## src/rtl/reg_read_port_if.sv

```systemverilog
// Bus bundle for the register file: one-hot write side plus two-operand read side.
// master drives requests and write data, slave is the register file itself.
interface reg_read_port_if #(
    parameter int WIDTH = 16
);
    logic [15:0]      Wordline;
    logic [WIDTH-1:0] writeData;
    logic [3:0]       regIdA;
    logic [3:0]       regIdB;
    logic             readReq;
    logic [WIDTH-1:0] readDataA;
    logic [WIDTH-1:0] readDataB;
    logic             readValid;
    logic             writeErr;

    modport master (
        output Wordline, writeData, regIdA, regIdB, readReq,
        input  readDataA, readDataB, readValid, writeErr
    );

    modport slave (
        input  Wordline, writeData, regIdA, regIdB, readReq,
        output readDataA, readDataB, readValid, writeErr
    );
endinterface

```

## src/rtl/reg_read_port.sv

```systemverilog
// 16-entry register file: one-hot write port, two registered read ports with
// optional same-edge write bypass and a sticky multi-hot write error flag.
module reg_read_port #(
    parameter int WIDTH  = 16,
    parameter bit BYPASS = 1'b1
) (
    input  logic           clk,
    input  logic           reset,
    reg_read_port_if.slave rf
);
    localparam int NREGS = 16;

    logic [WIDTH-1:0] regs_q [NREGS];
    logic [WIDTH-1:0] regs_d [NREGS];
    logic [WIDTH-1:0] read_data_a_q, read_data_a_d;
    logic [WIDTH-1:0] read_data_b_q, read_data_b_d;
    logic             read_valid_q, read_valid_d;
    logic             write_err_q, write_err_d;

    logic             wl_any;
    logic             wl_onehot;
    logic             wl_multi;
    logic [WIDTH-1:0] port_a_val;
    logic [WIDTH-1:0] port_b_val;

    // Clearing the lowest set bit leaves zero only when exactly one bit was set.
    assign wl_any    = |rf.Wordline;
    assign wl_onehot = wl_any && ((rf.Wordline & (rf.Wordline - 16'd1)) == 16'd0);
    assign wl_multi  = wl_any && !wl_onehot;

    always_comb begin
        for (int i = 0; i < NREGS; i++) begin
            regs_d[i] = regs_q[i];
            if (wl_onehot && rf.Wordline[i]) begin
                regs_d[i] = rf.writeData;
            end
        end
    end

    // Read operands come from the pre-write contents unless bypass forwards the
    // data being written on this same edge.
    always_comb begin
        port_a_val = regs_q[rf.regIdA];
        port_b_val = regs_q[rf.regIdB];
        if (BYPASS && wl_onehot && rf.Wordline[rf.regIdA]) begin
            port_a_val = rf.writeData;
        end
        if (BYPASS && wl_onehot && rf.Wordline[rf.regIdB]) begin
            port_b_val = rf.writeData;
        end

        read_data_a_d = read_data_a_q;
        read_data_b_d = read_data_b_q;
        if (rf.readReq) begin
            read_data_a_d = port_a_val;
            read_data_b_d = port_b_val;
        end
        read_valid_d = rf.readReq;
        write_err_d  = write_err_q | wl_multi;
    end

    always_ff @(posedge clk or posedge reset) begin
        if (reset) begin
            for (int i = 0; i < NREGS; i++) begin
                regs_q[i] <= '0;
            end
            read_data_a_q <= '0;
            read_data_b_q <= '0;
            read_valid_q  <= 1'b0;
            write_err_q   <= 1'b0;
        end else begin
            for (int i = 0; i < NREGS; i++) begin
                regs_q[i] <= regs_d[i];
            end
            read_data_a_q <= read_data_a_d;
            read_data_b_q <= read_data_b_d;
            read_valid_q  <= read_valid_d;
            write_err_q   <= write_err_d;
        end
    end

    assign rf.readDataA = read_data_a_q;
    assign rf.readDataB = read_data_b_q;
    assign rf.readValid = read_valid_q;
    assign rf.writeErr  = write_err_q;
endmodule

```

## src/flat_wrapper.sv

```systemverilog
// flat-port wrapper written by rule: the top's interface ports become plain ports
module reg_read_port_flat 
#(
    parameter int WIDTH  = 16,
    parameter bit BYPASS = 1'b1
)
  (clk, reset, rf_Wordline, rf_writeData, rf_regIdA, rf_regIdB, rf_readReq, rf_readDataA, rf_readDataB, rf_readValid, rf_writeErr);
  reg_read_port_if #(.WIDTH(WIDTH)) rf_i ();
  input  logic clk;
  input  logic reset;
  input wire logic [$bits(rf_i.Wordline)-1:0] rf_Wordline;
  input wire logic [$bits(rf_i.writeData)-1:0] rf_writeData;
  input wire logic [$bits(rf_i.regIdA)-1:0] rf_regIdA;
  input wire logic [$bits(rf_i.regIdB)-1:0] rf_regIdB;
  input wire logic [$bits(rf_i.readReq)-1:0] rf_readReq;
  output wire logic [$bits(rf_i.readDataA)-1:0] rf_readDataA;
  output wire logic [$bits(rf_i.readDataB)-1:0] rf_readDataB;
  output wire logic [$bits(rf_i.readValid)-1:0] rf_readValid;
  output wire logic [$bits(rf_i.writeErr)-1:0] rf_writeErr;
  assign rf_i.Wordline = rf_Wordline;
  assign rf_i.writeData = rf_writeData;
  assign rf_i.regIdA = rf_regIdA;
  assign rf_i.regIdB = rf_regIdB;
  assign rf_i.readReq = rf_readReq;
  assign rf_readDataA = rf_i.readDataA;
  assign rf_readDataB = rf_i.readDataB;
  assign rf_readValid = rf_i.readValid;
  assign rf_writeErr = rf_i.writeErr;
  reg_read_port #(.WIDTH(WIDTH), .BYPASS(BYPASS)) u_core (.clk(clk), .reset(reset), .rf(rf_i));
endmodule
```

## config.mk

```make
export PLATFORM = sky130hd
export DESIGN_NAME = reg_read_port_flat
export DESIGN_NICKNAME = d
export VERILOG_FILES = /design/src/rtl/reg_read_port_if.sv /design/src/rtl/reg_read_port.sv /design/src/flat_wrapper.sv
export SDC_FILE = /design/constraint.sdc
export NUM_CORES = 1
export LEC_CHECK = 0
export BUFFER_PORTS_ARGS = -buffer_cell sky130_fd_sc_hd__buf_2
export CORE_MARGIN = 4
export CORE_UTILIZATION = 50
export CTS_BUF_LIST = sky130_fd_sc_hd__clkbuf_8
export CTS_CLUSTER_SIZE = 14
export DETAILED_ROUTE_END_ITERATION = 6
export HOLD_SLACK_MARGIN = 0.08
export PLACE_DENSITY = 0.67
export RECOVER_POWER = 100
export SLEW_MARGIN = 20
export SYNTH_ARGS = -nofsm -noshare
export SYNTH_HDL_FRONTEND = slang
export SYNTH_SLANG_ARGS = --single-unit
export TNS_END_PERCENT = 10
```

## constraint.sdc

```tcl
create_clock -name clk -period 20.9 [get_ports clk]
set_clock_uncertainty 0.05 [all_clocks]
set_input_delay 2.09 -clock clk [delete_from_list [all_inputs] [get_ports clk]]
set_output_delay 2.09 -clock clk [all_outputs]
set_load 0.005 [all_outputs]
```

==> impl_metrics.csv, run 1 <==
group,metric,value,unit
floorplan,die-area,33800,sq um
setup_path,crit_path_max_incr_delay,3.28,ns
synthesis,synth_commonest_cells,"dfrtp_1, mux4_2, mux2_1, mux2_2, clkbuf_1",
grt,met2_usage,0.388,
power_and_ir_drop,powerDensity,68.6,nW/um^2
power_and_ir_drop,p_leak,7.85,nW
synthesis,synthCells,1008,
power_and_ir_drop,pwr-share-clk,0.438,
power_and_ir_drop,peakVddDrop,0.0372,mV
clock_network,root_buffer,"clkbuf_8",
synthesis,seq_area_frac_synth,0.469,
grt,grt_pass1_wl,60500,microns
place,dp_hpwl,23400,microns
grt,first_global_vias,9836,
cells_and_area,fill_cells,2436,
setup_path,crit_required,20.48,ns
clock_network,ctsHoldBuffers,0,
place,place.gp.congestion,0.901,
drt,vias,9612,
grt,met1_usage,0.328,
synthesis,synth_nets,1051,
clock_network,cts_max_level,2,
hold_path,hold_path_class,"register to register",
clock_network,clkTransAtPathRegs,0.07,ns
place,port_buffers,76,
setup_path,path_max_fanout,136,
clock_network,cts.sinks,290,
synthesis,synth_ff_type,"dfrtp_1",
synthesis,synth_top_area_cell,"dfrtp_1",
timing,min_period,9.28,ns
cells_and_area,n_antenna_cell,0,
setup_path,critPathTopFamily,"buffers and inverters",
grt,grt_start_max_net_pins,137,
timing,worst_slew_pin_slew,5.87,ns
clock_network,cts_max_path_buffers,3,
drt,drc,0,
cells_and_area,layout-drive-gt1-share,0.369,
status,violations,"max-capacitance violations, max-slew violations",
setup_path,crit_type,"input port to asynchronous set/reset pin",
grt,antenna_found_initial,1,
floorplan,die_w,184,microns
grt,grt_use_met3,0.0441,
floorplan,die_h,184,microns
setup_path,path_buf_inv,3,
drt,final_antenna_net_count,0,
setup_path,critPathSlowestCell,"clkbuf_1",
timing,hold_violations,0,
timing,relSlewSlack,-2.94,
drt,drt-pass1-iter-count,5,
floorplan,initial_core_util,0.506,
synthesis,syn_avg_cell_area,15.3,sq um
power_and_ir_drop,power.internal,0.867,mW
synthesis,synth_top_area_share,0.469,
setup_path,crit_arrival,8.86,ns
power_and_ir_drop,netSwitchingPower,0.287,mW
floorplan,core.rowCount,64,
timing,min_period_over_period,0.444,
drt,vias_per_cell,6.54,
timing,rsz0062_at_grt,"no",
clock_network,cts_tree,"built",
synthesis,synth_cell_types,33,
floorplan,pin_count,77,
power_and_ir_drop,total_power,1.15,mW
synthesis,synth-edff-count,0,
power_and_ir_drop,swShare,0.249,
timing,drv_slew,417,
drt,avgRoutedWirePerCell,26.8,microns
synthesis,ys_ff_latch,290,
clock_network,numCtsBuffers,48,
timing,fin_tns_setup,0,ns
timing,setup_violations,0,
synthesis,async_flop_share,1.00,
power_and_ir_drop,power_frac_seq,0.493,
drt,drt_iter0_drc,819,
cells_and_area,fin_nets,1077,
grt,grt-ovfl-total,0,
synthesis,yosysWarnings,0,
setup_path,path_cells,"buf_2 > clkinvlp_2 > clkbuf_1",
synthesis,synth_area_leaders,"dfrtp_1, mux4_2, mux2_1",
synthesis,yosysMostFrequentCell,"dfrtp_1",
clock_network,clock_latency,0.57,ns
floorplan,core,30600,sq um
setup_path,crit_path_end_kind,"asynchronous set/reset pin",
flow_run,max_cap_violations,7,
drt,drt_wl_total,39400,microns
setup_path,critPathLaunchType,"input port",
status,status,"finished with violations",
clock_network,ctsResizeCount,0,
cells_and_area,area_growth,8.87,%
power_and_ir_drop,combPwrFrac,0.069,
grt,grt_util_all_layers,0.235,
grt,busiest_layer,"met2",
clock_network,cts_setup_buffers,0,
timing,max_freq,108,MHz
synthesis,syn-cell-area,15500,sq um
==> state kept, by name, summed over array words and instances, names as in the netlist <==
name,cells
u_core.regs_q,256
u_core.rf.readDataA,16
u_core.rf.readDataB,16
u_core.rf.readValid,1
u_core.rf.writeErr,1
==> worst paths after layout <==
kind | depth (start not counted) | end | startpoint | slack (ns)
max | 3 | u_core.regs_q[78]$_DFFE_PP0P_ | reset | 11.62
min | 1 | u_core.rf.writeErr$_DFF_PP0_ | u_core.rf.writeErr$_DFF_PP0_ | 0.45
max reg2reg | 4 | u_core.rf.readDataB[5]$_DFFE_PP0P_ | u_core.regs_q[5]$_DFFE_PP0P_ | 18.95
min reg2reg | 1 | u_core.rf.writeErr$_DFF_PP0_ | u_core.rf.writeErr$_DFF_PP0_ | 0.45
max in group clk | 8 | u_core.regs_q[181]$_DFFE_PP0P_ | rf_Wordline[2] | 14.00
min in group asynchronous | 2 | u_core.regs_q[20]$_DFFE_PP0P_ | reset | 3.32
==> cell usage in the layout, fill, tap and decap left out, types with 3 or more instances in the layout <==
cell      netlist  routed
buf_2          18      53
clkbuf_1       65      23
nand2_1        35      49
nand3_1         3       3
mux4_2        170     170
buf_4           5       9
nor2_1         36      36
clkinv_2        0       9
inv_1           1      16
clkbuf_8        0      61
nand4_1        34      34
mux2_1        169     169
nor4_1          3       3
a31oi_1        34      34
dfrtp_1       290     290
nor3_1          5       5
mux2_2         87      87
==> kinds of logic after synthesis <==
kind of cell	count (synthesis)	share of synthesized area
AO/OA/AOI/OAI	47	0.0210
AND/OR/NAND/NOR	135	0.0459
buffers and inverters	110	0.0299
flip-flops	290	0.469
multiplexers	426	0.434
==> power groups by stage <==
stage          Clock (mW)  Sequential, mW  Combinational (mW)
6_report            0.506           0.569              0.0795
5_1_grt             0.537           0.569              0.0869
4_1_cts             0.516           0.569              0.0819
3_5_place_dp            0           0.579              0.0818
3_3_place_gp            0           0.579              0.0818
2_1_floorplan           0           0.579              0.0534
==> cell type report <==
cell class	count	area, sq um	share of cell area
tap	396	495	0.0294
sequential	290	7260	0.431
clock buffer	61	840	0.0499
timing repair buffer	85	419	0.0249
multi-input combinational	608	7670	0.455
clock inverter	28	151	0.00899
inverter	1	5.00	0.000297
==> metal layers <==
layer | routed length [microns] | share of wire
met1 | 16400 | 0.42
met2 | 19400 | 0.49
met3 | 2620 | 0.066
met4 | 964 | 0.024
met5 | 0 | 0
==> per-stage QoR <==
stage	area (sq um)	utilization	setup slack (ns)	hold WS (ns)	instances
floorplan	15500	-	10.75	0.409	1008
global placement	16000	0.523	15.49	0.435	1380
detailed placement	16000	0.523	15.31	0.431	1380
CTS	17000	0.555	15.91	0.451	1469
global route	16800	0.550	9.94	0.459	1469
finish	16800	0.550	11.62	0.453	1469
Note: power is estimated with default switching activity, not from simulation.
==> run 2, diff against run 1 <==
--- a/config.mk
+++ b/config.mk
@@ -5,6 +5,7 @@
 export SDC_FILE = /design/constraint.sdc
 export NUM_CORES = 1
 export LEC_CHECK = 0
+export ABC_AREA = 1
 export BUFFER_PORTS_ARGS = -buffer_cell sky130_fd_sc_hd__buf_2
 export CORE_MARGIN = 4
 export CORE_UTILIZATION = 50
@@ -12,7 +13,7 @@
 export CTS_CLUSTER_SIZE = 14
 export DETAILED_ROUTE_END_ITERATION = 6
 export HOLD_SLACK_MARGIN = 0.08
-export PLACE_DENSITY = 0.67
+export PLACE_DENSITY = 0.7
 export RECOVER_POWER = 100
 export SLEW_MARGIN = 20
 export SYNTH_ARGS = -nofsm -noshare
==> constraint.sdc (replaced) <==
create_clock -name clk -period 7.6 [get_ports clk]
set_clock_uncertainty 0.05 [all_clocks]
set_input_delay 0.76 -clock clk [delete_from_list [all_inputs] [get_ports clk]]
set_output_delay 0.76 -clock clk [all_outputs]
set_load 0.005 [all_outputs]
==> run 2 against run 1 <==
  * The run still ends with max-capacitance violations, max-slew violations left
  * Hold slack got worse by 0.026 ns
  * Setup slack worse by 9.5 ns
  * Critical path depth rose by 12
  * Sequential share of layout area decreased by 3.0 points
  * Synthesized cell count increased by 140%
  * Core utilization decreased by 0.96 points
  * Cell count up 92%
  * Die area increased by 8.7%
  * Critical endpoint is now u_core.regs_q[65]$_DFFE_PP0P_
==> impl_metrics.csv, run 2 <==
group,metric,value,unit
cells_and_area,utilization,0.541,
hold_path,hp-start,"u_core.rf.readDataB[15]$_DFFE_PP0P_",
clock_network,cts_max_path_buffers,3,
power_and_ir_drop,power.internal,2.45,mW
cells_and_area,top_register,"u_core.regs_q",
grt,grt_util_all_layers,0.325,
setup_path,reg2reg_from,"u_core.regs_q[164]$_DFFE_PP0P_",
setup_path,crit_required,8.09,ns
synthesis,synth_cell_types,23,
clock_network,cts_tree,"built",
hold_path,whs_path_depth,2,
synthesis,yosysMostFrequentCell,"nand2_1",
drt,final_antenna_net_count,0,
synthesis,synth_commonest_cells,"nand2_1, o21ai_0, dfrtp_1, a21oi_1, inv_1",
timing,worst_slew_pin_slew,2.83,ns
setup_path,path_common_cell,"nand2_1",
place,place.gp.congestion,0.938,
floorplan,die_h,192,microns
synthesis,seq_area_frac_synth,0.430,
hold_path,min_to,"u_core.rf.readDataB[15]$_DFFE_PP0P_",
synthesis,syn_avg_cell_area,7.03,sq um
grt,grt_pass1_wl,93000,microns
power_and_ir_drop,power_frac_seq,0.454,
synthesis,yosysWarnings,0,
drt,drt_iter0_drc,2326,
drt,avgRoutedWirePerCell,21.5,microns
cells_and_area,layout-drive-gt1-share,0.0698,
power_and_ir_drop,powerDensity,193,nW/um^2
cells_and_area,final_cell_mix,"nand2_1, o21ai_0, dfrtp_1, a21oi_1, inv_1",
place,post-place-ws,2.83,ns
synthesis,synth_nets,2444,
clock_network,cts_setup_buffers,0,
synthesis,syn-cell-area,16900,sq um
clock_network,clock_latency,0.61,ns
place,port_buffers,76,
setup_path,crit_arrival,5.99,ns
setup_path,r2r_cells,10,
place,dp_hpwl,36300,microns
timing,drv_slew,123,
synthesis,synth_ff_type,"dfrtp_1",
timing,max_freq,182,MHz
power_and_ir_drop,swShare,0.295,
status,violations,"max-capacitance violations, max-slew violations",
grt,grt-ovfl-total,0,
floorplan,pin_count,77,
synthesis,synth_top_area_share,0.430,
setup_path,path_cells,"buf_2 > inv_2 > nand3_1 > inv_1 > nand2_1 > nand2_1 > nand2_1 > nor2_1 > nand2_1 > nor2_1 > nand2_8 > buf_4 > nor2_8 > nand2_1 > nand2_1",
setup_path,critPathLaunchType,"input port",
power_and_ir_drop,combPwrFrac,0.134,
power_and_ir_drop,peakVddDrop,0.114,mV
timing,relSlewSlack,-0.888,
power_and_ir_drop,total_power,3.48,mW
clock_network,cts_max_level,2,
timing,min_period,5.50,ns
setup_path,critPathTopFamily,"simple AND/OR/NAND/NOR gates",
floorplan,die-area,36800,sq um
power_and_ir_drop,netSwitchingPower,1.03,mW
clock_network,numCtsBuffers,51,
timing,holdWs,0.427,ns
drt,drt_wl_total,60600,microns
clock_network,ctsResizeCount,0,
drt,vias_per_cell,6.04,
clock_network,ctsHoldBuffers,0,
synthesis,synth_top_area_cell,"dfrtp_1",
timing,rsz0062_at_grt,"no",
cells_and_area,largest_reg_flops,256,
drt,drt-pass1-iter-count,6,
timing,min_period_over_period,0.724,
setup_path,crit_path_max_incr_delay,1.74,ns
drt,vias,17076,
setup_path,path_max_fanout,101,
synthesis,synthCells,2401,
synthesis,ys_ff_latch,290,
power_and_ir_drop,p_leak,9.11,nW
floorplan,initial_core_util,0.505,
floorplan,core,33400,sq um
setup_path,regToRegSetupSlack,5.69,ns
cells_and_area,n_antenna_cell,0,
synthesis,synth-edff-count,0,
clock_network,root_buffer,"clkbuf_8",
status,status,"finished with violations",
setup_path,crit_type,"input port to register",
timing,setup_violations,0,
hold_path,hold_path_class,"register to register",
flow_run,max_cap_violations,3,
setup_path,crit_path_end_kind,"register",
cells_and_area,fin_nets,2385,
grt,first_global_vias,15957,
floorplan,die_w,192,microns
timing,fin_tns_setup,0,ns
timing,setup_slack,2.10,ns
power_and_ir_drop,pwr-share-clk,0.412,
clock_network,cts.sinks,290,
clock_network,clkTransAtPathRegs,0.06,ns
grt,grt_start_max_net_pins,159,
synthesis,synth_area_leaders,"dfrtp_1, o21ai_0, nand2_1",
grt,antenna_found_initial,3,
drt,drc,0,
setup_path,critPathSlowestCell,"nor2_1",
cells_and_area,final_common_cell,"nand2_1",
cells_and_area,fill_cells,3261,
setup_path,rr_endpoint,"u_core.rf.readDataB[4]$_DFFE_PP0P_",
synthesis,async_flop_share,1.00,
cells_and_area,area_growth,7.18,%
timing,hold_violations,0,
setup_path,path_buf_inv,4,
floorplan,core.rowCount,67,
run 2: cell types whose count changed after synthesis, moves of 20 or more:
cell / delta
inv_1: +157
mux4_2: -170
o21ai_1: +22
mux2_1: -169
nor2_1: +58
o211ai_1: +20
mux2_2: -87
nand2_1: +588
nand3_1: +73
clkbuf_1: +88
a21oi_1: +236
a31oi_1: -34
o21ai_0: +588
run 2: metrics by stage:
stage | cells | instance area [sq um]
after floorplan | 2401 | 16900
after global placement | 2737 | 17100
after detailed placement | 2737 | 17100
after CTS | 2825 | 18100
after global routing | 2825 | 18100
final | 2825 | 18100
run 2: power groups by stage:
| stage | clock [mW] | combinational (mW) | sequential (mW) |
|---|---|---|---|
| after global placement | 0 | 0.449 | 1.61 |
| after floorplan | 0 | 0.273 | 1.61 |
| after CTS | 1.45 | 0.454 | 1.58 |
| after global routing | 1.52 | 0.504 | 1.58 |
| final | 1.44 | 0.465 | 1.58 |
| after detailed placement | 0 | 0.453 | 1.61 |
run 2: cell families (layout without fill, tap and decap cells):
| family | Yosys count | in the layout | share of synthesized area |
|---|---|---|---|
| AO/OA/AOI/OAI | 890 | 890 | 0.270 |
| AND/OR/NAND/NOR | 845 | 845 | 0.209 |
| flip-flops | 290 | 290 | 0.430 |
| buffers and inverters | 376 | 352 | 0.0908 |
run 2: worst register-to-register path, cell delays in order, from the launching register on:
cell and delay (ns):
dfrtp_1 0.36, inv_1 0.08, a21oi_1 0.06, o21ai_0 0.12, nand2_1 0.09, nand2_1 0.09, nand2_1 0.05, o21ai_0 0.52
nand2_1 0.15, nand3_1 0.12, nand2_1 0.08
run 2: layer usage:
metal	routed length, microns	vias up	global-route usage
li1	-	7853	-
met1	24800	7969	0.467
met2	26100	1065	0.486
met3	7280	185	0.0620
met4	2400	4	0.131
met5	30	-	0
run 2: worst max-delay path by stage:
stage	slack [ns]	depth (start not counted)	startpoint	endpoint
final	2.10	15	rf_Wordline[4]	u_core.regs_q[65]$_DFFE_PP0P_
after detailed placement	2.83	13	rf_Wordline[4]	u_core.regs_q[46]$_DFFE_PP0P_
after global placement	2.99	13	rf_Wordline[4]	u_core.regs_q[132]$_DFFE_PP0P_
after CTS	3.48	13	rf_Wordline[4]	u_core.regs_q[238]$_DFFE_PP0P_
after global routing	1.66	13	rf_Wordline[4]	u_core.regs_q[76]$_DFFE_PP0P_
after floorplan	2.94	1	reset	u_core.regs_q[0]$_DFFE_PP0P_
run 2: final cells by class:
class	count	area, sq um	area share
repair buffers	99	548	0.0303
clock buffers	63	867	0.0479
well taps	448	561	0.0310
inverters	165	621	0.0343
flip-flops and latches	290	7260	0.401
clock inverters	25	131	0.00726
multi-input cells	1735	8100	0.448
